===== src/rtl/axis_delay_calibrator.sv =====
// ---------------------------------------------------------------------------
// axis_delay_calibrator
//
// Purpose: measures the loop latency of an external AXI-Stream path by
// emitting a probe beat and timing how long its echo takes to return. It then
// programs the adjustable delay line so a companion stream lines up with the
// echoed stream. Intended to run once at bring-up or on a re-cal request.
//
// Configuration macro: AXIS_DELAY_CAL_MULTI_EN
//   undefined : one probe, one measurement (NUM_TRIALS is unused)
//   defined   : NUM_TRIALS probes back to back; every trial must measure the
//               same latency as the first, otherwise calibration fails
//
// Ports:
//   clk_i              clock
//   rst_i              synchronous, active-high reset
//   start_i            1-cycle pulse, starts calibration from IDLE/LOCKED/ERROR
//   delay_offset_i     unsigned offset added to the measured latency
//   m_axis_tdata_o     probe beat data
//   m_axis_tvalid_o    probe valid (sink always accepts, no tready)
//   m_axis_tlast_o     asserted with every probe beat
//   s_axis_tdata_i     echo stream data
//   s_axis_tvalid_i    echo stream valid
//   delay_count_o      delay line setting, changes only when locking
//   measured_latency_o most recent measured loop latency
//   busy_o             calibration in progress (PROBE/WAIT/CHECK)
//   locked_o           calibration succeeded
//   error_o            calibration failed (lost echo, illegal delay, jitter)
// ---------------------------------------------------------------------------
module axis_delay_calibrator #(
  parameter int                    DATA_WIDTH     = 256,
  parameter int                    MAX_LATENCY    = 50,
  parameter int                    TIMEOUT_CYCLES = 1024,
  parameter logic [DATA_WIDTH-1:0] PROBE_PATTERN  = {(DATA_WIDTH/32){32'hA5C3_5A3C}},
  parameter int                    NUM_TRIALS     = 4
) (
  input  logic                  clk_i,
  input  logic                  rst_i,
  input  logic                  start_i,
  input  logic [15:0]           delay_offset_i,
  output logic [DATA_WIDTH-1:0] m_axis_tdata_o,
  output logic                  m_axis_tvalid_o,
  output logic                  m_axis_tlast_o,
  input  logic [DATA_WIDTH-1:0] s_axis_tdata_i,
  input  logic                  s_axis_tvalid_i,
  output logic [15:0]           delay_count_o,
  output logic [15:0]           measured_latency_o,
  output logic                  busy_o,
  output logic                  locked_o,
  output logic                  error_o
);

  localparam int CW = $clog2(TIMEOUT_CYCLES + 1);

  typedef enum logic [2:0] {
    S_IDLE,
    S_PROBE,
    S_WAIT,
    S_CHECK,
    S_LOCKED,
    S_ERROR
  } state_t;

  state_t                  state_q;
  logic [CW-1:0]           cnt_q;
  logic [DATA_WIDTH-1:0]   tdata_q;
  logic                    tvalid_q;
  logic                    tlast_q;
  logic [15:0]             delay_q;
  logic [15:0]             meas_q;
  logic                    busy_q;
  logic                    locked_q;
  logic                    error_q;

  logic                    match_d;
  logic                    timeout_d;
  logic [15:0]             check_lat_d;
  logic [16:0]             sum_d;
  logic                    sum_ok_d;

`ifdef AXIS_DELAY_CAL_MULTI_EN
  localparam int TW = (NUM_TRIALS > 1) ? $clog2(NUM_TRIALS) : 1;

  logic [TW-1:0] trial_q;
  logic [15:0]   ref_q;
  logic          last_trial_d;
  logic          ref_mismatch_d;

  // Trial 0 defines the reference latency; later trials only compare against it.
  always_comb begin
    last_trial_d   = (trial_q == TW'(NUM_TRIALS - 1));
    ref_mismatch_d = (trial_q != '0) && (16'(cnt_q) != ref_q);
  end
`else
  // Single-probe build has no use for the trial count.
  logic unused_num_trials;
  assign unused_num_trials = ^NUM_TRIALS;
`endif

  // Echo match, timeout and the 17-bit sum are shared by the FSM below.
  // Timeout fires when the count is about to reach TIMEOUT_CYCLES, so error
  // shows up exactly TIMEOUT_CYCLES cycles after the probe beat; a match in
  // that same last cycle still takes priority.
  always_comb begin
    match_d   = s_axis_tvalid_i && (s_axis_tdata_i == PROBE_PATTERN);
    timeout_d = (cnt_q == CW'(TIMEOUT_CYCLES - 1));
`ifdef AXIS_DELAY_CAL_MULTI_EN
    check_lat_d = ref_q;
`else
    check_lat_d = meas_q;
`endif
    sum_d    = {1'b0, check_lat_d} + {1'b0, delay_offset_i};
    sum_ok_d = (sum_d != 17'd0) && (sum_d <= 17'(MAX_LATENCY));
  end

  // Calibration FSM. Every output is a register updated alongside the state,
  // so each flag changes on the same edge as the state it reflects.
  always_ff @(posedge clk_i) begin
    if (rst_i) begin
      state_q  <= S_IDLE;
      cnt_q    <= '0;
      tdata_q  <= '0;
      tvalid_q <= 1'b0;
      tlast_q  <= 1'b0;
      delay_q  <= 16'd1;
      meas_q   <= 16'd0;
      busy_q   <= 1'b0;
      locked_q <= 1'b0;
      error_q  <= 1'b0;
`ifdef AXIS_DELAY_CAL_MULTI_EN
      trial_q  <= '0;
      ref_q    <= 16'd0;
`endif
    end else begin
      tdata_q  <= '0;
      tvalid_q <= 1'b0;
      tlast_q  <= 1'b0;
      case (state_q)
        S_IDLE, S_LOCKED, S_ERROR: begin
          if (start_i) begin
            state_q  <= S_PROBE;
            tdata_q  <= PROBE_PATTERN;
            tvalid_q <= 1'b1;
            tlast_q  <= 1'b1;
            busy_q   <= 1'b1;
            locked_q <= 1'b0;
            error_q  <= 1'b0;
`ifdef AXIS_DELAY_CAL_MULTI_EN
            trial_q  <= '0;
`endif
          end
        end
        S_PROBE: begin
          cnt_q   <= CW'(1);
          state_q <= S_WAIT;
        end
        S_WAIT: begin
          if (match_d) begin
            meas_q <= 16'(cnt_q);
`ifdef AXIS_DELAY_CAL_MULTI_EN
            if (trial_q == '0) begin
              ref_q <= 16'(cnt_q);
            end
            if (ref_mismatch_d) begin
              state_q <= S_ERROR;
              busy_q  <= 1'b0;
              error_q <= 1'b1;
            end else if (last_trial_d) begin
              state_q <= S_CHECK;
            end else begin
              trial_q  <= trial_q + TW'(1);
              state_q  <= S_PROBE;
              tdata_q  <= PROBE_PATTERN;
              tvalid_q <= 1'b1;
              tlast_q  <= 1'b1;
            end
`else
            state_q <= S_CHECK;
`endif
          end else if (timeout_d) begin
            state_q <= S_ERROR;
            busy_q  <= 1'b0;
            error_q <= 1'b1;
          end else begin
            cnt_q <= cnt_q + CW'(1);
          end
        end
        S_CHECK: begin
          busy_q <= 1'b0;
          if (sum_ok_d) begin
            delay_q  <= sum_d[15:0];
            state_q  <= S_LOCKED;
            locked_q <= 1'b1;
          end else begin
            state_q <= S_ERROR;
            error_q <= 1'b1;
          end
        end
        default: begin
          state_q <= S_IDLE;
          busy_q  <= 1'b0;
        end
      endcase
    end
  end

  assign m_axis_tdata_o     = tdata_q;
  assign m_axis_tvalid_o    = tvalid_q;
  assign m_axis_tlast_o     = tlast_q;
  assign delay_count_o      = delay_q;
  assign measured_latency_o = meas_q;
  assign busy_o             = busy_q;
  assign locked_o           = locked_q;
  assign error_o            = error_q;

endmodule


===== config.mk =====
export PLATFORM = sky130hd
export DESIGN_NAME = axis_delay_calibrator
export DESIGN_NICKNAME = d
export VERILOG_FILES = /design/src/rtl/axis_delay_calibrator.sv
export SDC_FILE = /design/constraint.sdc
export NUM_CORES = 1
export LEC_CHECK = 0
export ABC_AREA = 1
export CAP_MARGIN = 15
export CORE_AREA = 4 4 217 219
export CTS_CLUSTER_DIAMETER = 120
export DETAILED_ROUTE_END_ITERATION = 12
export DIE_AREA = 0 0 221 223
export MAX_ROUTING_LAYER = met4
export SLEW_MARGIN = 20
export SYNTH_ARGS = -nofsm -noshare
export SYNTH_HDL_FRONTEND = slang
export SYNTH_SLANG_ARGS = --single-unit

===== constraint.sdc =====
create_clock -name clk_i -period 3.7 [get_ports clk_i]
set_input_delay 1.11 -clock clk_i [delete_from_list [all_inputs] [get_ports clk_i]]
set_output_delay 1.11 -clock clk_i [all_outputs]
set_load 0.02 [all_outputs]

# Yosys cells after proc, flatten, opt, wreduce, memory -nomap -nowiden
# Cells that the tools add are included.
dict set report totals {
  register_bits 301
  out_inout_bits 293
  word_cells 65
}
dict set report classes {
  addsub 2
  order_cmp 1
  eq_ne 14
  mux 21
  bitwise_logic 2
  n_reduce_logical 16
}
# operator count
set ops {}
lappend ops {{256-bit == test, second input constant} 1}
lappend ops {{256-bit two-way mux} 1}
lappend ops {{11-bit two-way mux} 2}
lappend ops {{11-bit one-hot mux with 2 select lines} 1}
lappend ops {{11-bit by 16-bit adder with 17-bit output} 1}
lappend ops {{17-bit by 6-bit <= comparator with 1-bit output, second input constant} 1}
lappend ops {{17-bit nonzero test} 1}
lappend ops {{2-bit != test, second input constant} 6}
lappend ops {{3-bit one-hot mux with 4 select lines} 1}
lappend ops {{11-bit by 1-bit adder with 11-bit output, second input constant} 1}
lappend ops {{11-bit by 10-bit == test with 1-bit output, second input constant} 1}
lappend ops {{1-bit two-way mux} 10}
lappend ops {{3-bit two-way mux} 3}
lappend ops {{3-bit by 2-bit == test with 1-bit output, second input constant} 2}
lappend ops {{3-bit == test, second input constant} 2}
lappend ops {{1-bit one-hot mux with 3 select lines} 2}
lappend ops {{2-bit AND reduction} 3}
lappend ops {{3-bit AND reduction} 2}
lappend ops {{5-bit AND reduction} 1}
lappend ops {{4-bit AND reduction} 1}
lappend ops {{2-bit nonzero test} 2}
lappend ops {{3-bit by 1-bit == test with 1-bit output, second input constant} 1}
lappend ops {{3-bit logical NOT} 1}
lappend ops {{3-bit != test, second input constant} 1}
lappend ops {{other kinds (6)} 8}

# Depth between registers and ports, before layout
# Gate-level depths: netlist of the first run.
dict set report logic_depth {
  word_depth 5
  mapped_depth 19
  mapped_depth_nobuf 19
}

# Least setup slack after synthesis of the first run
# Ideal clock, no wire load.
dict set report synth_path {
  kind {reg2out}
  from {reg m_axis_tdata_o[253] (netlist name)}
  to {out m_axis_tdata_o[100]}
  arrival_ps 2921
  required_ps 2590
  slack_ps -331
  stages_incl_launch_ff 2
  cell_sequence {dfxtp_1 -> buf_4}
}
# item line
set synth_rtl {}
lappend synth_rtl {{to (decl)} 41} ;# output logic [DATA_WIDTH-1:0] m_axis_tdata_o,

# Worst setup path in the final report of the first run
dict set report layout_path {
  from {in delay_offset_i[0]}
  to {reg delay_q[3], in the netlist delay_count_o[3]}
}
dict set report layout_via {
  elab_chain_len 4
}
# item line
set layout_lines {}
lappend layout_lines {{from (decl)} 40} ;# input logic [15:0] delay_offset_i,
lappend layout_lines {{11-bit by 16-bit adder with 17-bit output *} 112} ;# sum_d = {1'b0, check_lat_d} + {1'b0, delay_offset_i};
lappend layout_lines {{17-bit by 6-bit <= comparator with 1-bit output or 17-bit nonzero test (tied branches)} 113} ;# sum_ok_d = (sum_d != 17'd0) && (sum_d <= 17'(MAX_LATENCY));
lappend layout_lines {{1-bit logical AND} 113}
lappend layout_lines {{2-bit AND reduction (no source line)} -}
lappend layout_lines {{to (signal assigned)} 191} ;# delay_q <= sum_d[15:0];
lappend layout_lines {{to (decl)} 69} ;# logic [15:0] delay_q;
# Mark *: on every way between the ends. The rest lies on a longest branch, timed or not.
# A chain may end at the register's enable or synchronous reset.

==> results.sh, run 1 <==
export IMPL_worst_ep_required_time_ps=3880
export IMPL_skew_ps=12.34
export IMPL_cp_arrival_ps=3580
export IMPL_yosysTopAreaCell="buf_4"
export IMPL_p_total_mw=2.934
export IMPL_num_vias=7185
export IMPL_post_place_ws_ps=-21.96
export IMPL_fillCellCount=5061
export IMPL_area_growth_pct=60.19
export IMPL_path_max_fanout=5
export IMPL_grt_max_degree=131
export IMPL_synth_flop_cell="dfxtp_1"
export IMPL_overflow=0
export IMPL_ys_seq_area_share_pct=14.15
export IMPL_initial_utilization_pct=14.12
export IMPL_synth_seq_cells=45
export IMPL_synthCells=1057
export IMPL_clk_pin_slew_ps=60
export IMPL_fin_crit_sh_pct=92.02
export IMPL_drv_slew=0
export IMPL_cts_tree="done"
export IMPL_drv_cap=0
export IMPL_clock_latency_ps=290
export IMPL_slew_headroom_pct=51.37
export IMPL_worstSetupStartpointType="input port"
export IMPL_placed_area_sq_um=10030
export IMPL_drtIter0Drc=343
export IMPL_leakage_nw=4.135
export IMPL_setup_viol_count_final=0
export IMPL_max_freq_ghz=0.2937
export IMPL_num_rows=78
export IMPL_cts_max_level=2
export IMPL_grt_pass1_wl_microns=39210
export IMPL_end_kind="flip-flop"
export IMPL_hp_class="reg2reg"
export IMPL_max_stage_delay_ps=460
export IMPL_cts_buffers=5
export IMPL_ant_nets=0
export IMPL_viasPerCell=3.640
export IMPL_path_class="in2reg"
export IMPL_dp_final_hpwl_microns=24980
export IMPL_drc_errors=0
export IMPL_cts_setup_buffers=0
export IMPL_post_cts_resize_count=0
export IMPL_setup_ws_ps=295.2
export IMPL_stdcell_count=1974
export IMPL_pin_count=569
export IMPL_setup_tns_ps=0
export IMPL_drt_pass1_iter_count=5
export IMPL_final_nets=1659
export IMPL_root_buffer="clkbuf_16"
export IMPL_power_density_nw_per_um2=287.7
export IMPL_layout_commonest_cell="clkdlybuf4s50_1"
export IMPL_crit_chain="clkdlybuf4s50_1 > ha_1 > inv_1 > fa_1 > inv_1 > nand3_1 > nand2_1 > nand2_1 > nand2_1 > nand2_1 > nand2_1 > nand2_1 > nand2_1 > nand4_1 > nor2_2 > nand3_2 > buf_4 > o21ai_0 > nor2_1"
export IMPL_drive_gt1_share_pct=2.336
export IMPL_rsz0062_at_grt="no"
export IMPL_status="completed"
export IMPL_fin_area_sq_um=10200
export IMPL_wl_per_cell_microns=13.85
export IMPL_finalHoldViolCount=0
export IMPL_yosysWarnings=0
export IMPL_place_gp_congestion=0.8972
export IMPL_die_w_microns=221
export IMPL_place_port_buffers=435
export IMPL_cts_hold_buf=0
export IMPL_path_common_cell="nand2_1"
export IMPL_ff2ff_setup_slack_ps=1140
export IMPL_die_h_microns=223
export IMPL_synth_edf_count=0
export IMPL_die_area_sq_um=49280
export IMPL_crit_slowest_cell="clkdlybuf4s50_1"
export IMPL_clockBufferDepth=2
export IMPL_cts_sinks=45
export IMPL_final_cell_mix="clkdlybuf4s50_1 (435), nand2_1 (178), nor2_1 (155), inv_1 (133), conb_1 (133)"
export IMPL_core_sq_um=45090
export IMPL_synth_distinct_cells=39
export IMPL_vdd_drop_max_v=0.0002214
export IMPL_synth_top_area_share_pct=31.01
export IMPL_antenna_found_initial=5
export IMPL_async_flop_share_pct=0
export IMPL_gr_usage_all_layers_pct=10.43
export IMPL_grt_pass1_vias=6816
export IMPL_wirelength_microns=27340
export IMPL_synth_area_leaders="buf_4 (31%), dfxtp_1 (14%), nand2_1 (10%), nor2_1 (9.1%), nand4_1 (7.9%)"
export IMPL_multi_input_area_sq_um=3437
export IMPL_dp_cells=1962
export IMPL_synth_area_sq_um=6367
export IMPL_regArea_sq_um=904.6
export IMPL_layout_min_cycle_time_ps=3405
export IMPL_syn_area_per_cell_sq_um=6.024
export IMPL_worstMarginPinSlew_ps=728.7
[cells in the mapped netlist (2+ instances only)]
| library cell | instances |
|---|---|
| nor4_1 | 9 |
| nand4_1 | 80 |
| xor2_1 | 7 |
| clkbuf_1 | 4 |
| nand3_1 | 48 |
| or2_1 | 2 |
| o21ai_0 | 16 |
| a21oi_2 | 2 |
| nor2_2 | 3 |
| nand3b_1 | 8 |
| ha_1 | 12 |
| nand2_2 | 4 |
| inv_1 | 133 |
| a21oi_1 | 32 |
| nand2_1 | 178 |
| and2_1 | 2 |
| dfxtp_1 | 45 |
| nor2_1 | 155 |
| buf_4 | 263 |
| nor3_1 | 33 |
| buf_6 | 2 |
| nor3b_1 | 2 |
[path summary, 6_finish.rpt]
kind	startpoint	to	cells past startpoint
min reg2reg	delay_count_o[9]	delay_count_o[9]	2
max reg2reg	measured_latency_o[0]	delay_count_o[3]	18
min	delay_count_o[9]	delay_count_o[9]	2
max	delay_offset_i[0]	delay_count_o[3]	19
[kinds of logic after synthesis]
kind of cell | share of synthesized area (%)
fa+ha+maj | 2.672
buf+inv | 39.65
compound gates | 4.775
flops | 14.15
simple gates | 37.73
xor+xnor | 0.9629
other cells | 0.05889
[power breakdown]
part	total, mW	internal [mW]	switching [mW]
registers	0.589	0.522	0.0665
logic	1.91	0.887	1.02
clock network	0.440	0.248	0.192
total	2.93	1.66	1.28
[per-layer routing]
metal | wire length, microns | GRT usage (%)
met4 | 461 | 2.275
met5 | 0 | -
met2 | 14160 | 19.04
met3 | 2350 | 2.947
met1 | 10370 | 11.31
[critical path: cells and delay by family]
family	cells	cell delay [ps]
adders and majority gates	2	550
AOI/OAI and AO/OA	1	170
buffers and inverters	4	800
and+or+nand+nor	12	930
[through the flow]
step                      utilization, %  hold slack [ps]
final                              22.62            443.6
after global routing               22.62            472.2
after CTS                          22.56            448.9
after global placement             22.25            428.0
after detailed placement           22.25            435.9
after floorplan                        -            466.9
[registers in the layout, indices dropped and copies added, names as in the netlist]
name,count
delay_count_o,16
m_axis_tdata_o,1
cnt_q,11
busy_o,1
error_o,1
state_q,3
locked_o,1
measured_latency_o,11
[layout make-up]
type	count	share of cell area [%]
Clock inverter	2	0.1349
Antenna cell	4	0.09814
Inverter	134	4.944
Timing Repair Buffer	445	43.67
Clock buffer	5	1.227
Tap cell	600	7.360
Sequential cell	45	8.869
Multi-Input combinational cell	739	33.70
Note: power is estimated with default switching activity, not from simulation.
==> run 2: changes to the inputs <==
==> constraint.sdc (replaced) <==
create_clock -name clk_i -period 3.7 [get_ports clk_i]
set_input_delay 1.11 -clock clk_i [delete_from_list [all_inputs] [get_ports clk_i]]
set_output_delay 1.11 -clock clk_i [all_outputs]
set_load 0.01 [all_outputs]
==> results of run 2 <==
Same layout as run 1 (identical final DEF). Status: completed.
Main changes from that run: total power 2.934 mW -> 2.627 mW; worst IR drop on VDD 0.0002214 V -> 0.0002003 V
